**config.mk**
```make
export PLATFORM = sky130hd
export DESIGN_NAME = tempsens_reader
export DESIGN_NICKNAME = d
export VERILOG_FILES = /design/src/rtl/tempsens_reader_pkg.sv /design/src/rtl/tempsens_reader_phase_cnt.sv /design/src/rtl/tempsens_reader.sv
export SDC_FILE = /design/constraint.sdc
export NUM_CORES = 1
export LEC_CHECK = 0
export ABC_AREA = 1
export ABC_CLOCK_PERIOD_IN_PS = 1700
export CAP_MARGIN = 20
export CORE_MARGIN = 2
export CORE_UTILIZATION = 30
export CTS_BUF_LIST = sky130_fd_sc_hd__clkbuf_4 sky130_fd_sc_hd__clkbuf_8
export DETAILED_ROUTE_END_ITERATION = 10
export PLACE_DENSITY = 0.52
export SETUP_SLACK_MARGIN = 0.02
export SKIP_CTS_REPAIR_TIMING = 1
export SYNTH_ARGS = -nofsm -noshare
export SYNTH_HDL_FRONTEND = slang
export SYNTH_SLANG_ARGS = --single-unit
```
**constraint.sdc**
```tcl
create_clock -name clk -period 1.7 [get_ports clk]
set_input_delay 0.34 -clock clk [delete_from_list [all_inputs] [get_ports clk]]
set_output_delay 0.34 -clock clk [all_outputs]
set_load 0.02 [all_outputs]
```
**src/rtl/tempsens_reader_pkg.sv**
```systemverilog
// Shared types and constants for the tempsens pin-interface readout controller.
package tempsens_reader_pkg;

  localparam int unsigned RES_W   = 20;
  localparam int unsigned DAC_W   = 6;
  localparam int unsigned SEL_W   = 2;
  localparam int unsigned BYTE_W  = 8;
  localparam int unsigned CNT_W   = 8;
  localparam int unsigned RETRY_W = 4;

  localparam logic [BYTE_W-1:0] SIGNATURE = 8'h69;

  localparam logic [SEL_W-1:0] SEL_LO  = 2'b00;
  localparam logic [SEL_W-1:0] SEL_MID = 2'b01;
  localparam logic [SEL_W-1:0] SEL_HI  = 2'b10;
  localparam logic [SEL_W-1:0] SEL_SIG = 2'b11;

  typedef enum logic [2:0] {
    ST_IDLE,
    ST_SIG,
    ST_LO,
    ST_MID,
    ST_HI,
    ST_CHK,
    ST_DONE
  } state_e;

  // Output-select driven onto the tile while sitting in a given state.
  function automatic logic [SEL_W-1:0] sel_for_state(state_e s);
    case (s)
      ST_LO, ST_CHK: return SEL_LO;
      ST_MID:        return SEL_MID;
      ST_HI:         return SEL_HI;
      default:       return SEL_SIG;
    endcase
  endfunction

endpackage

```
**src/rtl/tempsens_reader_phase_cnt.sv**
```systemverilog
// Loadable down-counter timing one read phase.
// Ports: load_i/load_val_i restart the count; tc_o is high while the count is zero.
module tempsens_reader_phase_cnt
  import tempsens_reader_pkg::*;
(
  input  logic             clk,
  input  logic             rst_n,
  input  logic             load_i,
  input  logic [CNT_W-1:0] load_val_i,
  output logic             tc_o
);

  logic [CNT_W-1:0] cnt_q, cnt_d;
  logic             tc_q;

  // Count down to zero and hold there until reloaded.
  always_comb begin
    cnt_d = cnt_q;
    if (load_i) begin
      cnt_d = load_val_i;
    end else if (cnt_q != '0) begin
      cnt_d = cnt_q - CNT_W'(1);
    end
  end

  // Terminal count is registered from the next count so it lines up with cnt_q == 0.
  always_ff @(posedge clk or negedge rst_n) begin
    if (!rst_n) begin
      cnt_q <= '0;
      tc_q  <= 1'b1;
    end else begin
      cnt_q <= cnt_d;
      tc_q  <= (cnt_d == '0);
    end
  end

  assign tc_o = tc_q;

endmodule

```
**src/rtl/tempsens_reader.sv**
```systemverilog
// Readout controller for the tempsens tile pins: drives {sel, dac_code} onto the
// tile inputs, reassembles the 20-bit result from the byte-wide outputs, checks the
// signature and tearing, and hands the word out over valid/ready.
// Ports: i_start/i_dac_code request a read; o_ui_in/i_uo_out are the tile pins;
// o_res/o_valid/i_ready is the result handshake; o_busy/o_err report status.
module tempsens_reader
  import tempsens_reader_pkg::*;
#(
  parameter int unsigned SETTLE_CYCLES = 4,
  parameter int unsigned MAX_RETRY     = 3
) (
  input  logic              clk,
  input  logic              rst_n,
  input  logic              i_start,
  input  logic [DAC_W-1:0]  i_dac_code,
  output logic [BYTE_W-1:0] o_ui_in,
  input  logic [BYTE_W-1:0] i_uo_out,
  output logic [RES_W-1:0]  o_res,
  output logic              o_valid,
  input  logic              i_ready,
  output logic              o_busy,
  output logic              o_err
);

  localparam logic [CNT_W-1:0]   SETTLE_LD = CNT_W'(SETTLE_CYCLES);
  localparam logic [RETRY_W-1:0] RETRY_LIM = RETRY_W'(MAX_RETRY);

  state_e              state_q, state_d;
  logic [DAC_W-1:0]    dac_q, dac_d;
  logic [RES_W-1:0]    res_q, res_d;
  logic [RES_W-1:0]    ores_q, ores_d;
  logic [RETRY_W-1:0]  retry_q, retry_d;
  logic                err_q, err_d;
  logic [BYTE_W-1:0]   ui_q;
  logic                valid_q, busy_q;
  logic                cnt_load;
  logic                phase_tc;

  tempsens_reader_phase_cnt u_phase_cnt (
    .clk        (clk),
    .rst_n      (rst_n),
    .load_i     (cnt_load),
    .load_val_i (SETTLE_LD),
    .tc_o       (phase_tc)
  );

  // Next-state and datapath updates; every read phase acts only on its last cycle.
  always_comb begin
    state_d  = state_q;
    dac_d    = dac_q;
    res_d    = res_q;
    ores_d   = ores_q;
    retry_d  = retry_q;
    err_d    = err_q;
    cnt_load = 1'b0;
    case (state_q)
      ST_IDLE: begin
        if (i_start) begin
          dac_d    = i_dac_code;
          err_d    = 1'b0;
          retry_d  = '0;
          cnt_load = 1'b1;
          state_d  = ST_SIG;
        end
      end
      ST_SIG: begin
        if (phase_tc) begin
          cnt_load = 1'b1;
          if (i_uo_out != SIGNATURE) begin
            err_d   = 1'b1;
            state_d = ST_IDLE;
          end else begin
            state_d = ST_LO;
          end
        end
      end
      ST_LO: begin
        if (phase_tc) begin
          cnt_load    = 1'b1;
          res_d[7:0]  = i_uo_out;
          state_d     = ST_MID;
        end
      end
      ST_MID: begin
        if (phase_tc) begin
          cnt_load    = 1'b1;
          res_d[15:8] = i_uo_out;
          state_d     = ST_HI;
        end
      end
      ST_HI: begin
        if (phase_tc) begin
          cnt_load = 1'b1;
          if (i_uo_out[7:4] != 4'h0) begin
            err_d   = 1'b1;
            state_d = ST_IDLE;
          end else begin
            res_d[19:16] = i_uo_out[3:0];
            state_d      = ST_CHK;
          end
        end
      end
      ST_CHK: begin
        // A changed LO byte means the sensor updated mid-read; re-read the word.
        if (phase_tc) begin
          cnt_load = 1'b1;
          if (i_uo_out == res_q[7:0]) begin
            ores_d  = res_q;
            state_d = ST_DONE;
          end else if (retry_q < RETRY_LIM) begin
            retry_d = retry_q + RETRY_W'(1);
            state_d = ST_LO;
          end else begin
            err_d   = 1'b1;
            state_d = ST_IDLE;
          end
        end
      end
      ST_DONE: begin
        if (valid_q && i_ready) begin
          state_d = ST_IDLE;
        end
      end
      default: begin
        state_d = ST_IDLE;
      end
    endcase
  end

  // State and registered outputs, all derived from the next state.
  always_ff @(posedge clk or negedge rst_n) begin
    if (!rst_n) begin
      state_q <= ST_IDLE;
      dac_q   <= '0;
      res_q   <= '0;
      ores_q  <= '0;
      retry_q <= '0;
      err_q   <= 1'b0;
      ui_q    <= {SEL_SIG, DAC_W'(0)};
      valid_q <= 1'b0;
      busy_q  <= 1'b0;
    end else begin
      state_q <= state_d;
      dac_q   <= dac_d;
      res_q   <= res_d;
      ores_q  <= ores_d;
      retry_q <= retry_d;
      err_q   <= err_d;
      ui_q    <= {sel_for_state(state_d), dac_d};
      valid_q <= (state_d == ST_DONE);
      busy_q  <= (state_d != ST_IDLE);
    end
  end

  assign o_ui_in = ui_q;
  assign o_res   = ores_q;
  assign o_valid = valid_q;
  assign o_busy  = busy_q;
  assign o_err   = err_q;

endmodule

```
# --- Word-level counts from Yosys, hierarchy flattened ---
# Cells that the tools add are included.
word_totals:
  output_inout_bits: 31
  in_bits: 18
  register_bits: 73
  wordCells: 89
op_classes:
  n_eq_ne: 22
  bitwise: 1
  order_cmp: 1
  n_addsub: 2
  reduce_logical: 16
  n_mux: 34
op_table:
  columns: ["cell", "n"]
  rows:
  - ["$mux 3", 9]
  - ["$pmux 3 s7", 1]
  - ["$eq 3x3->1 const B", 6]
  - ["$mux 4", 4]
  - ["$mux 8", 2]
  - ["$eq 3x2->1 const B", 4]
  - ["$mux 6", 2]
  - ["$ne 2x2->1 const B", 6]
  - ["$mux 1", 10]
  - ["$reduce_and 9->1", 1]
  - ["$eq 8x8->1", 1]
  - ["$logic_not 8->1", 1]
  - ["$ne 8x7->1 const B", 1]
  - ["$pmux 4 s2", 1]
  - ["$reduce_bool 4->1", 2]
  - ["$reduce_bool 8->1", 1]
  - ["$sub 8x1->8 const B", 1]
  - ["$ne 2x1->1 const B", 3]
  - ["$pmux 2 s3", 1]
  - ["$reduce_and 3->1", 2]
  - ["$reduce_and 5->1", 1]
  - ["$reduce_or 5->1", 1]
  - ["$add 4x1->4 const B", 1]
  - ["$lt 4x2->1 const B", 1]
  - ["other kinds (11)", 13]

# --- Longest topological paths before layout ---
# Gate-level depths: netlist (run 1).
logic_depth:
  depth_word: 8
  ltp_mapped: 12
  ltp_nobuf: 12

# --- Hierarchy ---
# Synthesis (run 1) repeated with hierarchy kept, for this count alone.
hier_totals:
  cells_unflattened: 405
  hier_area_um2: 3450.8
modules_own_cells:
  columns: ["module", "seq_area_each_um2", "n_inst", "cells_each", "area_each_um2"]
  rows:
  - ["tempsens_reader", 1453.9, 1, 319, 2800.2]
  - ["tempsens_reader_phase_cnt", 226.5, 1, 86, 650.6]

# --- Worst setup path before layout (run 1) ---
# No wires, ideal clock.
synth_path:
  path_kind: "flip-flop to flip-flop"
  startpoint: "register state_q[1]"
  endpoint: "register ores_q[0] (netlist: o_res[0])"
  path_buffers: 1
  setup_time_ps: 121
  slack_ps: 231
  synth_period_minus_slack_ps: 1469
  t_required_ps: 1579
  stages_incl_launch_ff: 12
  t_arrival_ps: 1348
  cell_sequence: "dfrtp_1 > inv_2 > nand2_2 > inv_2 > nand2_1 > nor2_1 > nand2_2 > inv_2 > nand3_4 > buf_2 > nand2_1 > o21ai_1"
synth_via:
  elab_chain_cells: 2
synth_lines:
  columns: ["item", "line", "text"]
  rows:
  - ["from (decl)", "tempsens_reader.sv:28", "state_e state_q, state_d;"]
  - ["from (signal assigned)", "tempsens_reader.sv:143", "state_q <= state_d;"]
  - ["$eq 3x3->1", "tempsens_reader.sv:56", "case (state_q)"]
  - ["$reduce_and 3->1 (no source line)", null, null]
  - ["to (signal assigned)", "tempsens_reader.sv:146", "ores_q <= ores_d;"]
  - ["to (decl)", "tempsens_reader.sv:31", "logic [RES_W-1:0] ores_q, ores_d;"]
# No other way between the ends.
# A chain may end at the register's enable or synchronous reset.

# --- Worst setup path in the final report (run 1) ---
layout_path:
  startpoint: "register ores_q[13] (netlist: o_res[13])"
  endpoint: "output port o_res[13]"
layout_rtl:
  columns: ["item", "line", "text"]
  rows:
  - ["to (decl)", "tempsens_reader.sv:18", "output logic [RES_W-1:0] o_res,"]
# No word-level cell between the ends.

==> reports/qor_table.md, run 1 <==
| Stage | Parameter | Value |
|---|---|---|
| detailed routing | Number of DRC markers in iteration 0 | 116 |
| global route | Largest net degree at the start of global routing | 68 |
| sta | Share of the cycle needed by the critical path after routing | 0.958 |
| synthesis | Number of different library cells in the post-synthesis netlist | 29 |
| synthesis | Adder-cell share of the synthesized area | 0.0120 |
| status | Status | finished, final reports clean |
| floorplan | Overall die height | 106 µm |
| synthesis | Post-synthesis mux area share | 0 |
| global route | Number of antenna violations at the first check in global routing | 0 |
| layout | Area of the multi-input gates | 1200 µm² |
| floorplan | Effective utilization at floorplan | 0.306 |
| sta | Relative slew margins | 0.760 |
| sta | Worst Skew | 0.0114 ns |
| sta | Highest Clock Rate | 0.614 GHz |
| critical path | CP required | 1.36 ns |
| synthesis | Count of state elements after synthesis | 67 |
| detailed routing | Number of remaining DRC errors | 0 |
| placed design | IO buf count | 48 |
| critical path | Cell Chain, Critical Path | clkdlybuf4s50_1 |
| layout | Area growth from synthesis to layout | 35.9% |
| floorplan | Count of pins on the block boundary | 49 |
| critical path | Crit. End Element | output pin |
| synthesis | Mapped Avg Cell Area | 8.20 µm² |
| sta | Fin Hold WS | 0.00532 ns |
| sta | Final Hold Viols | 0 |
| clock tree | Max Root-Sink Buffers | 2 |
| synthesis | Combinational family with the most area after synthesis | simple AND/OR/NAND/NOR gates |
| detailed routing | Final WL | 6800 µm |
| synthesis | Cell count after synthesis | 382 |
| synthesis | Synthesized-area fraction occupied by and/or/nand/nor cells | 0.262 |
| detailed routing | Via density | 4.25 |
| clock tree | Clock sink count | 67 |
| critical path | Worst Setup Path Type | reg2out |
| critical path | Startpoint kind of the worst setup timing path | flip-flop |
| clock tree | Clk slew on worst S/H paths | 0.08 ns |
| global route | Overflow left after global routing | 0 |
| global route | First-pass GRT wire length | 11900 µm |
| critical path | Number of buffers and inverters on the critical path | 1 |
| power | Leak pwr | 2.62 nW |
| clock tree | TritonCTS clock tree | done |
| critical path | Maximum fanout along the worst path | 2 |
| layout | FF+latch area | 1680 µm² |
| clock tree | Clock root buffer | sky130_fd_sc_hd__clkbuf_8 |
| floorplan | Cell Rows | 37 |
| clock tree | Clock buffers created by TritonCTS | 9 |
| min path | Class of the tightest hold or removal check | in2async |
| critical path | Crit path DAT | 1.29 ns |
| sta | Final setup violation count | 0 |
| job | MaxCap Viol Count | 0 |
| power | Worst VDD drop | 0.833 mV |
| detailed routing | Vias | 2552 |
| detailed routing | First-pass detailed-route iteration total | 4 |
| critical path | Cell family with the largest share of critical-path delay | buffers and inverters |
| sta | Setup repair after global routing missed its margin | false |
| placed design | Worst setup timing slack at the placement stage | -0.290 ns |
| sta | Worst path setup slack after routing | 0.0714 ns |
| floorplan | Horizontal die dimension | 106 µm |
| sta | Measured slew at the worst slew-check pin | 0.360 ns |
| power | PD cells | 1450 nW/µm² |
| layout | Total Nets Final | 480 |
| sta | Total count of max-transition violations in the final report | 0 |
| synthesis | Synthesized area | 3130 µm² |
| sta | Final critical delay including setup and external delays | 1.63 ns |
| clock tree | H-tree depth | 3 |
| detailed routing | Routed len/inst | 11.3 µm |
| synthesis | Xor/xnor share of the synthesized area | 0.0168 |
| synthesis | Syn Nets | 403 |
| synthesis | Fraction of the mapped netlist area in compound gates | 0.0839 |
| placed design | Weighted congestion reported at the end of routability-driven placement | 0.900 |
| layout | Number of filler cells placed in the layout | 1045 |
| placed design | Post-detailed-placement half-perimeter wirelength | 4930 µm |
| layout | Number of antenna cells inserted | 0 |
| synthesis | Sequential-to-total area share from yosys stat | 0.536 |
| synthesis | Count of yosys warnings during synthesis | 0 |
| floorplan | Area of the core | 10200 µm² |
| layout | Share of final-layout standard cells stronger than drive strength 1 | 0.185 |
| critical path | Worst path slowest cell | sky130_fd_sc_hd__clkdlybuf4s50_1 |
| power | Post-layout power | 6.16 mW |
| floorplan | Overall die area | 11300 µm² |
| global route | Global-route total usage across every layer | 0.134 |
| global route | Via count of the first global-routing pass | 2577 |
| critical path | Worst path max stage delay | 0.60 ns |
| clock tree | Clock latency at the later pin of the worst-skew pair | 0.34 ns |
| detailed routing | Post-route ant nets | 0 |
cell type report:
cell class,instances,share of cell area
tap,136,0.0400
multi-input combinational,248,0.282
inverter,60,0.0529
clock inverter,6,0.0153
sequential,67,0.395
timing repair buffer,73,0.183
clock buffer,10,0.0309
registers in the layout (all words and copies together) (netlist names):
name               count
o_valid                1
res_q                 20
o_res                 20
o_ui_in                8
o_busy                 1
o_err                  1
state_q                3
u_phase_cnt.cnt_q      8
retry_q                4
u_phase_cnt.tc_o       1
routing by layer:
metal,part of all wire,track usage,wire length [µm],up-vias
li1,-,-,-,1343
met1,0.47,0.168,3200,1140
met2,0.46,0.219,3150,58
met3,0.055,0.0454,377,11
met4,0.011,0.0376,78,0
met5,0,0,0,-
report_power, final:
part / internal, mW / switching [mW]
sequential: 2.06 / 0.299
clock: 0.696 / 0.627
combinational: 0.998 / 1.47
Yosys cell counts:
library cell	instances	area, µm²
sky130_fd_sc_hd__a21oi_1	3	15.0
sky130_fd_sc_hd__and3_4	1	11.3
sky130_fd_sc_hd__buf_2	3	15.0
sky130_fd_sc_hd__buf_6	3	33.8
sky130_fd_sc_hd__clkbuf_1	1	3.75
sky130_fd_sc_hd__clkinv_1	1	3.75
sky130_fd_sc_hd__dfrtp_1	64	1600
sky130_fd_sc_hd__dfstp_2	3	78.8
sky130_fd_sc_hd__ha_1	3	37.5
sky130_fd_sc_hd__inv_1	47	176
sky130_fd_sc_hd__inv_2	12	45.0
sky130_fd_sc_hd__nand2_1	124	465
sky130_fd_sc_hd__nand2_2	6	37.5
sky130_fd_sc_hd__nand3_1	13	65.1
sky130_fd_sc_hd__nand3_2	1	10.0
sky130_fd_sc_hd__nand3_4	1	17.5
sky130_fd_sc_hd__nand4_1	7	43.8
sky130_fd_sc_hd__nand4_2	1	12.5
sky130_fd_sc_hd__nor2_1	26	97.6
sky130_fd_sc_hd__nor2_2	3	18.8
sky130_fd_sc_hd__nor2_8	1	20.0
sky130_fd_sc_hd__nor3_2	1	10.0
sky130_fd_sc_hd__o21ai_0	15	75.1
sky130_fd_sc_hd__o21ai_1	33	165
sky130_fd_sc_hd__o21bai_1	1	7.51
sky130_fd_sc_hd__or2_1	1	6.26
sky130_fd_sc_hd__or2_2	1	6.26
sky130_fd_sc_hd__xnor2_1	2	17.5
sky130_fd_sc_hd__xor2_1	4	35.0
placed cells by master (no fill, tap or decap), drive strengths merged, types with 4 or more instances in the layout:
cell type and instances:
nand3 15, buf 26, inv 60, clkbuf 10
nand2 130, nor2 30, clkinv 4, xor2 4
o21ai 48, dlymetal6s2s 32, nand4 8, clkdlybuf4s50 15
dfrtp 64
cells by family (layout without fill, tap and decap cells):
kind of cell               count (synthesis)  after routing
AOI/OAI and AO/OA                         52             52
xor gates and xnor gates                   6              6
adders and majority gates                  3              3
buffers and inverters                     67            149
DFF                                       67             67
and+or+nand+nor                          187            187
path summary, 6_finish.rpt:
kind	from	end	slack [ns]	cells after the start
setup / recovery	o_res[13]$_DFFE_PN0P_	o_res[13]	0.07	1
hold / removal	rst_n	o_res[0]$_DFFE_PN0P_	0.005	2
setup reg to reg	state_q[2]$_DFF_PN0_	u_phase_cnt.tc_o$_DFF_PN1_	0.16	7
hold reg to reg	o_ui_in[1]$_DFFE_PN0P_	o_ui_in[1]$_DFFE_PN0P_	0.47	2
max in group asynchronous	rst_n	o_ui_in[6]$_DFF_PN1_	1.36	2
min in group clk	i_uo_out[1]	res_q[17]$_DFFE_PN0P_	0.33	3
stage by stage:
step / instance area (µm²) / cells / TNS, ns / utilization
finish: 4260 / 600 / 0 / 0.416
global route: 4260 / 600 / 0 / 0.416
CTS: 4140 / 599 / -0.243 / 0.405
detailed placement: 3940 / 583 / -7.30 / 0.385
global placement: 3940 / 583 / -6.84 / 0.385
floorplan: 3130 / 382 / 0 / -
Power figures use the tool's default switching activity.
==> inputs of run 2 (changes only) <==
--- a/config.mk
+++ b/config.mk
@@ -8,11 +8,13 @@
 export ABC_AREA = 1
 export ABC_CLOCK_PERIOD_IN_PS = 1700
 export CAP_MARGIN = 20
+export CELL_PAD_IN_SITES_DETAIL_PLACEMENT = 0
+export CELL_PAD_IN_SITES_GLOBAL_PLACEMENT = 1
 export CORE_MARGIN = 2
 export CORE_UTILIZATION = 30
 export CTS_BUF_LIST = sky130_fd_sc_hd__clkbuf_4 sky130_fd_sc_hd__clkbuf_8
 export DETAILED_ROUTE_END_ITERATION = 10
-export PLACE_DENSITY = 0.52
+export PLACE_DENSITY = 0.65
 export SETUP_SLACK_MARGIN = 0.02
 export SKIP_CTS_REPAIR_TIMING = 1
 export SYNTH_ARGS = -nofsm -noshare
==> run 2 against run 1 <==
Effect of this change: critical endpoint is now o_res[6]; final area rose by 0.97%; combinational power grew 5%; clock power rose by 3%; power grew 2.5%; routed wire length is 3.2% higher; clock skew is 0.0019 ns lower; hold slack gained 0.41 ns; critical path depth did not move.
==> reports/qor_table.md, run 2 (synthesis results as in run 1) <==
| Stage | Parameter | Value | Change |
|---|---|---|---|
| sta | Final setup violation count | 0 | unchanged |
| clock tree | Clock root buffer | sky130_fd_sc_hd__clkbuf_8 |  |
| floorplan | Overall die height | 106 µm | unchanged |
| placed design | IO buf count | 48 | unchanged |
| floorplan | Area of the core | 10200 µm² | unchanged |
| detailed routing | Vias | 2554 | +0.078% |
| layout | Number of antenna cells inserted | 0 | unchanged |
| critical path | Crit path DAT | 1.30 ns | about the same |
| detailed routing | Routed len/inst | 11.6 µm | +2.5% |
| clock tree | Max Root-Sink Buffers | 2 | unchanged |
| layout | Most common cell after layout, fill and taps aside | sky130_fd_sc_hd__nand2_1 |  |
| clock tree | H-tree depth | 3 | unchanged |
| detailed routing | Number of DRC markers in iteration 0 | 139 | +20% |
| sta | Final critical delay including setup and external delays | 1.64 ns | +0.00926 ns |
| layout | Share of final-layout standard cells stronger than drive strength 1 | 0.184 | -0.00158 |
| critical path | Cell Chain, Critical Path | clkdlybuf4s50_1 |  |
| critical path | Cell family with the largest share of critical-path delay | buffers and inverters |  |
| floorplan | Horizontal die dimension | 106 µm | unchanged |
| floorplan | Cell Rows | 37 | unchanged |
| clock tree | TritonCTS clock tree | done |  |
| floorplan | Effective utilization at floorplan | 0.306 | unchanged |
| detailed routing | Number of remaining DRC errors | 0 | unchanged |
| global route | Global-route total usage across every layer | 0.134 | about the same |
| global route | Largest net degree at the start of global routing | 35 | -49% |
| placed design | Weighted congestion reported at the end of routability-driven placement | 0.808 | -10% |
| placed design | Worst setup timing slack at the placement stage | -0.274 ns | +0.0153 ns |
| sta | Worst Skew | 0.00945 ns | -0.00194 ns |
| critical path | Number of buffers and inverters on the critical path | 1 | unchanged |
| layout | Area growth from synthesis to layout | 37.2% |  |
| sta | Share of the cycle needed by the critical path after routing | 0.963 | +0.00545 |
| critical path | Worst Setup Path Type | reg2out |  |
| layout | Total Nets Final | 484 | +0.83% |
| floorplan | Count of pins on the block boundary | 49 | unchanged |
| critical path | Worst path max stage delay | 0.61 ns | about the same |
| clock tree | Clk slew on worst S/H paths | 0.07 ns | about the same |
| global route | Via count of the first global-routing pass | 2487 | -3.5% |
| status | Status | finished, final reports clean |  |
| min path | Class of the tightest hold or removal check | in2reg |  |
| critical path | Maximum fanout along the worst path | 2 | unchanged |
| detailed routing | Post-route ant nets | 0 | unchanged |
| critical path | Startpoint kind of the worst setup timing path | flip-flop |  |
| sta | Worst path setup slack after routing | 0.0621 ns | -0.00926 ns |
| sta | Relative slew margins | 0.691 | -0.0686 |
| clock tree | Clock buffers created by TritonCTS | 9 | unchanged |
| layout | Fraction of the core area covered by cells at the end of the flow | 0.420 | +0.00404 |
| detailed routing | Via density | 4.23 | -0.58% |
| job | MaxCap Viol Count | 0 | unchanged |
| detailed routing | First-pass detailed-route iteration total | 6 | +2 |
| sta | Measured slew at the worst slew-check pin | 0.463 ns | +0.103 ns |
| sta | Highest Clock Rate | 0.611 GHz | -0.57% |
| clock tree | Clock sink count | 67 | unchanged |
| power | Worst VDD drop | 0.675 mV | -19% |
| sta | Total count of max-transition violations in the final report | 0 | unchanged |
| critical path | Worst path slowest cell | sky130_fd_sc_hd__clkdlybuf4s50_1 |  |
| critical path | Crit. End Element | output pin |  |
| sta | Setup repair after global routing missed its margin | true |  |
| detailed routing | Final WL | 7020 µm | +3.2% |
| critical path | CP required | 1.36 ns | about the same |
| global route | Number of antenna violations at the first check in global routing | 0 | unchanged |
| global route | Overflow left after global routing | 0 | unchanged |
| sta | Final Hold Viols | 0 | unchanged |
| placed design | Post-detailed-placement half-perimeter wirelength | 5120 µm | +3.9% |
| layout | Highest-count cells in the layout ignoring fill and taps | sky130_fd_sc_hd__nand2_1, sky130_fd_sc_hd__dfrtp_1, sky130_fd_sc_hd__inv_1 |  |
| power | Leak pwr | 2.59 nW | -1.1% |
| clock tree | Clock latency at the later pin of the worst-skew pair | 0.34 ns | about the same |
| layout | Number of filler cells placed in the layout | 1065 | +1.9% |
| power | PD cells | 1470 nW/µm² | +1.5% |
| global route | First-pass GRT wire length | 11700 µm | -1.8% |
| floorplan | Overall die area | 11300 µm² | unchanged |
run 2: routing by layer:
layer | global-route usage | wire, µm | vias up
met4 | 0.0724 | 119 | 0
met5 | 0 | 0 | -
met2 | 0.202 | 3230 | 44
li1 | - | - | 1342
met1 | 0.183 | 3420 | 1159
met3 | 0.0227 | 248 | 9
run 2: final cells by class:
class | count | area, µm² | area share
inverter | 60 | 225 | 0.0524
clock buffer | 13 | 160 | 0.0373
sequential | 67 | 1680 | 0.391
tap | 136 | 170 | 0.0396
multi-input combinational | 248 | 1210 | 0.282
timing repair buffer | 77 | 811 | 0.189
clock inverter | 3 | 40.0 | 0.00932
run 2: worst paths after layout:
check                      cells past startpoint  slack [ns]                    from                          to
setup / recovery                               1        0.06    o_res[6]$_DFFE_PN0P_                    o_res[6]
hold / removal                                 4        0.42             i_uo_out[3]       res_q[11]$_DFFE_PN0P_
setup reg to reg                              11        0.15    state_q[1]$_DFF_PN0_        o_res[1]$_DFFE_PN0P_
hold reg to reg                                2        0.47  o_ui_in[4]$_DFFE_PN0P_      o_ui_in[4]$_DFFE_PN0P_
max in group asynchronous                      3        0.67                   rst_n  u_phase_cnt.tc_o$_DFF_PN1_
min in group asynchronous                      2        0.48                   rst_n        o_res[8]$_DFFE_PN0P_
run 2: stage by stage:
step	TNS (ns)	hold WS (ns)	total power [mW]	cell area (µm²)	std cells
6_report	0	0.417	6.31	4300	604
5_1_grt	-0.0116	0.416	6.86	4300	604
4_1_cts	-0.252	-0.0571	6.28	4170	601
3_5_place_dp	-7.51	0.316	4.88	3970	585
3_3_place_gp	-7.34	0.315	4.87	3970	585
2_1_floorplan	0	0.0444	4.02	3130	382
run 2: where the power goes:
group	total [mW]	leakage, nW	internal (mW)	switching (mW)
combinational	2.59	1.66	1.08	1.51
sequential	2.36	0.819	2.06	0.297
clock	1.36	0.108	0.763	0.595
==> inputs of run 3 (changes only) <==
--- a/config.mk
+++ b/config.mk
@@ -16,7 +16,7 @@
 export DETAILED_ROUTE_END_ITERATION = 10
 export PLACE_DENSITY = 0.65
 export SETUP_SLACK_MARGIN = 0.02
-export SKIP_CTS_REPAIR_TIMING = 1
+export SLEW_MARGIN = 15
 export SYNTH_ARGS = -nofsm -noshare
 export SYNTH_HDL_FRONTEND = slang
 export SYNTH_SLANG_ARGS = --single-unit
==> run 3 against run 2 <==
Effect of this change: final area decreased by 0.38%; clock skew about the same; sequential power about the same; via count increased by 0.47%; clock power about the same; critical path type unchanged; critical endpoint unchanged; largest power group unchanged; highest routed layer unchanged.
==> reports/qor_table.md, run 3 (synthesis results as in run 1) <==
| Stage | Parameter | Value | Change |
|---|---|---|---|
| status | Status | finished, final reports clean |  |
| layout | Share of final-layout standard cells stronger than drive strength 1 | 0.184 | unchanged |
| critical path | Startpoint kind of the worst setup timing path | flip-flop |  |
| placed design | Weighted congestion reported at the end of routability-driven placement | 0.808 | unchanged |
| floorplan | Overall die height | 106 µm | unchanged |
| detailed routing | First-pass detailed-route iteration total | 6 | unchanged |
| floorplan | Overall die area | 11300 µm² | unchanged |
| placed design | Worst setup timing slack at the placement stage | -0.274 ns | unchanged |
| global route | First-pass GRT wire length | 11800 µm | +0.17% |
| floorplan | Horizontal die dimension | 106 µm | unchanged |
| critical path | Worst path slowest cell | sky130_fd_sc_hd__clkdlybuf4s50_1 |  |
| layout | Number of antenna cells inserted | 0 | unchanged |
| layout | Area growth from synthesis to layout | 36.7% |  |
| clock tree | Clk slew on worst S/H paths | 0.07 ns | about the same |
| clock tree | Clock sink count | 67 | unchanged |
| detailed routing | Met1 wire length | 3410 µm | about the same |
| detailed routing | Number of remaining DRC errors | 0 | unchanged |
| critical path | Worst Setup Path Type | reg2out |  |
| sta | Worst path setup slack after routing | 0.0596 ns | -0.00254 ns |
| critical path | Cell Chain, Critical Path | clkdlybuf4s50_1 |  |
| critical path | Critical R2R Capture | o_res[18]$_DFFE_PN0P_ |  |
| power | Worst VDD drop | 0.635 mV | -5.9% |
| clock tree | TritonCTS clock tree | done |  |
| min path | Class of the tightest hold or removal check | in2reg |  |
| detailed routing | Vias | 2566 | +0.47% |
| critical path | CP required | 1.36 ns | about the same |
| critical path | Cell family with the largest share of critical-path delay | buffers and inverters |  |
| critical path | Worst path max stage delay | 0.61 ns | about the same |
| critical path | Maximum fanout along the worst path | 2 | unchanged |
| sta | Worst Skew | 0.00928 ns | -0.000171 ns |
| sta | Relative slew margins | 0.693 | +0.00169 |
| placed design | Post-detailed-placement half-perimeter wirelength | 5120 µm | unchanged |
| layout | Most common cell after layout, fill and taps aside | sky130_fd_sc_hd__nand2_1 |  |
| global route | Global-route total usage across every layer | 0.134 | +0.000261 |
| power | PD cells | 1460 nW/µm² | -0.43% |
| layout | Total Nets Final | 484 | unchanged |
| sta | Highest Clock Rate | 0.610 GHz | -0.15% |
| sta | Total count of max-transition violations in the final report | 0 | unchanged |
| min path | Depth of the worst hold-timing path | 3 | -1 |
| floorplan | Effective utilization at floorplan | 0.306 | unchanged |
| detailed routing | Number of DRC markers in iteration 0 | 153 | +10% |
| critical path | Setup slack of the worst register-to-register path | 0.16 ns | about the same |
| critical path | Length in cells of the worst reg-to-reg path | 11 | unchanged |
| layout | Highest-count cells in the layout ignoring fill and taps | sky130_fd_sc_hd__nand2_1, sky130_fd_sc_hd__dfrtp_1, sky130_fd_sc_hd__inv_1 |  |
| detailed routing | Final WL | 7010 µm | -0.17% |
| clock tree | Clock latency at the later pin of the worst-skew pair | 0.35 ns | about the same |
| floorplan | Area of the core | 10200 µm² | unchanged |
| min path | Launch point of the worst hold path | i_uo_out[2] |  |
| clock tree | Max Root-Sink Buffers | 2 | unchanged |
| detailed routing | Routed len/inst | 11.6 µm | -0.17% |
| sta | Final Hold Viols | 0 | unchanged |
| detailed routing | Post-route ant nets | 0 | unchanged |
| sta | Setup total negative slack | 0 ns | unchanged |
| detailed routing | Met3 layer wire length in the routed design | 260 µm | +4.8% |
| power | Leak pwr | 2.56 nW | -1.1% |
| critical path | Crit. End Element | output pin |  |
| detailed routing | Via density | 4.25 | +0.47% |
| floorplan | Count of pins on the block boundary | 49 | unchanged |
| detailed routing | Uppermost signal routing layer after detailed routing | met4 |  |
| sta | Measured slew at the worst slew-check pin | 0.461 ns | -0.00253 ns |
| job | MaxCap Viol Count | 0 | unchanged |
| global route | Largest net degree at the start of global routing | 35 | unchanged |
| clock tree | H-tree depth | 3 | unchanged |
| global route | Number of antenna violations at the first check in global routing | 0 | unchanged |
| critical path | Crit path DAT | 1.30 ns | about the same |
| layout | Fraction of the core area covered by cells at the end of the flow | 0.418 | -0.00159 |
| critical path | Number of buffers and inverters on the critical path | 1 | unchanged |
| critical path | RR Startpoint | state_q[1]$_DFF_PN0_ |  |
| power | Post-layout power | 6.26 mW | -0.81% |
| floorplan | Cell Rows | 37 | unchanged |
| global route | Via count of the first global-routing pass | 2488 | +0.040% |
| global route | Overflow left after global routing | 0 | unchanged |
| sta | Final setup violation count | 0 | unchanged |
| sta | Final critical delay including setup and external delays | 1.64 ns | +0.00254 ns |
| placed design | IO buf count | 48 | unchanged |
| clock tree | Clock buffers created by TritonCTS | 9 | unchanged |
| sta | Share of the cycle needed by the critical path after routing | 0.965 | +0.00149 |
| min path | Sink of the worst hold path | res_q[18]$_DFFE_PN0P_ |  |
| sta | Setup repair after global routing missed its margin | true |  |
| detailed routing | Met2 WL | 3210 µm | -0.65% |
| clock tree | Clock root buffer | sky130_fd_sc_hd__clkbuf_8 |  |
[run 3: cell type report]
class	instances	area, µm²
well taps	136	170
repair buffers	77	802
clock inverters	3	40.0
clock buffers	13	160
multi-input cells	248	1200
inverters	60	225
flip-flops and latches	67	1680
fillers	1061	5950
[run 3: metrics by stage]
step | hold WS, ns | std cells | area, µm²
after global placement | 0.315 | 585 | 3970
after global routing | 0.388 | 604 | 4280
after detailed placement | 0.316 | 585 | 3970
after CTS | 0.475 | 602 | 4180
final | 0.358 | 604 | 4280
after floorplan | 0.0444 | 382 | 3130
[run 3: how the worst max path moves through the flow]
stage	start	to	slack, ns	depth (start not counted)
detailed placement	i_uo_out[1]	o_res[16]$_DFFE_PN0P_	-0.27	11
global placement	i_uo_out[1]	o_res[19]$_DFFE_PN0P_	-0.27	11
CTS	o_res[11]$_DFFE_PN0P_	o_res[11]	0.02	1
finish	o_res[6]$_DFFE_PN0P_	o_res[6]	0.06	1
global route	u_phase_cnt.cnt_q[3]$_DFF_PN0_	u_phase_cnt.tc_o$_DFF_PN1_	-0.01	8
floorplan	state_q[1]$_DFF_PN0_	o_res[0]$_DFFE_PN0P_	0.23	11
[run 3: repair_timing]
action | in CTS | in global routing
setup endpoints to repair | 3 | 48
gates resized for setup | 3 | 34
hold endpoints to repair | 14 | 0
pin swaps | 0 | 1
hold buffers | 1 | 0
setup buffers | 0 | 2
[run 3: power breakdown]
| group | switching (mW) | internal, mW |
|---|---|---|
| Clock | 0.595 | 0.763 |
| Combinational | 1.49 | 1.05 |
| Sequential | 0.297 | 2.06 |
[run 3: metal layers]
layer / up-vias / track usage
met5: - / 0
met4: 0 / 0.0724
met3: 9 / 0.0227
met2: 49 / 0.202
met1: 1166 / 0.183
li1: 1342 / -
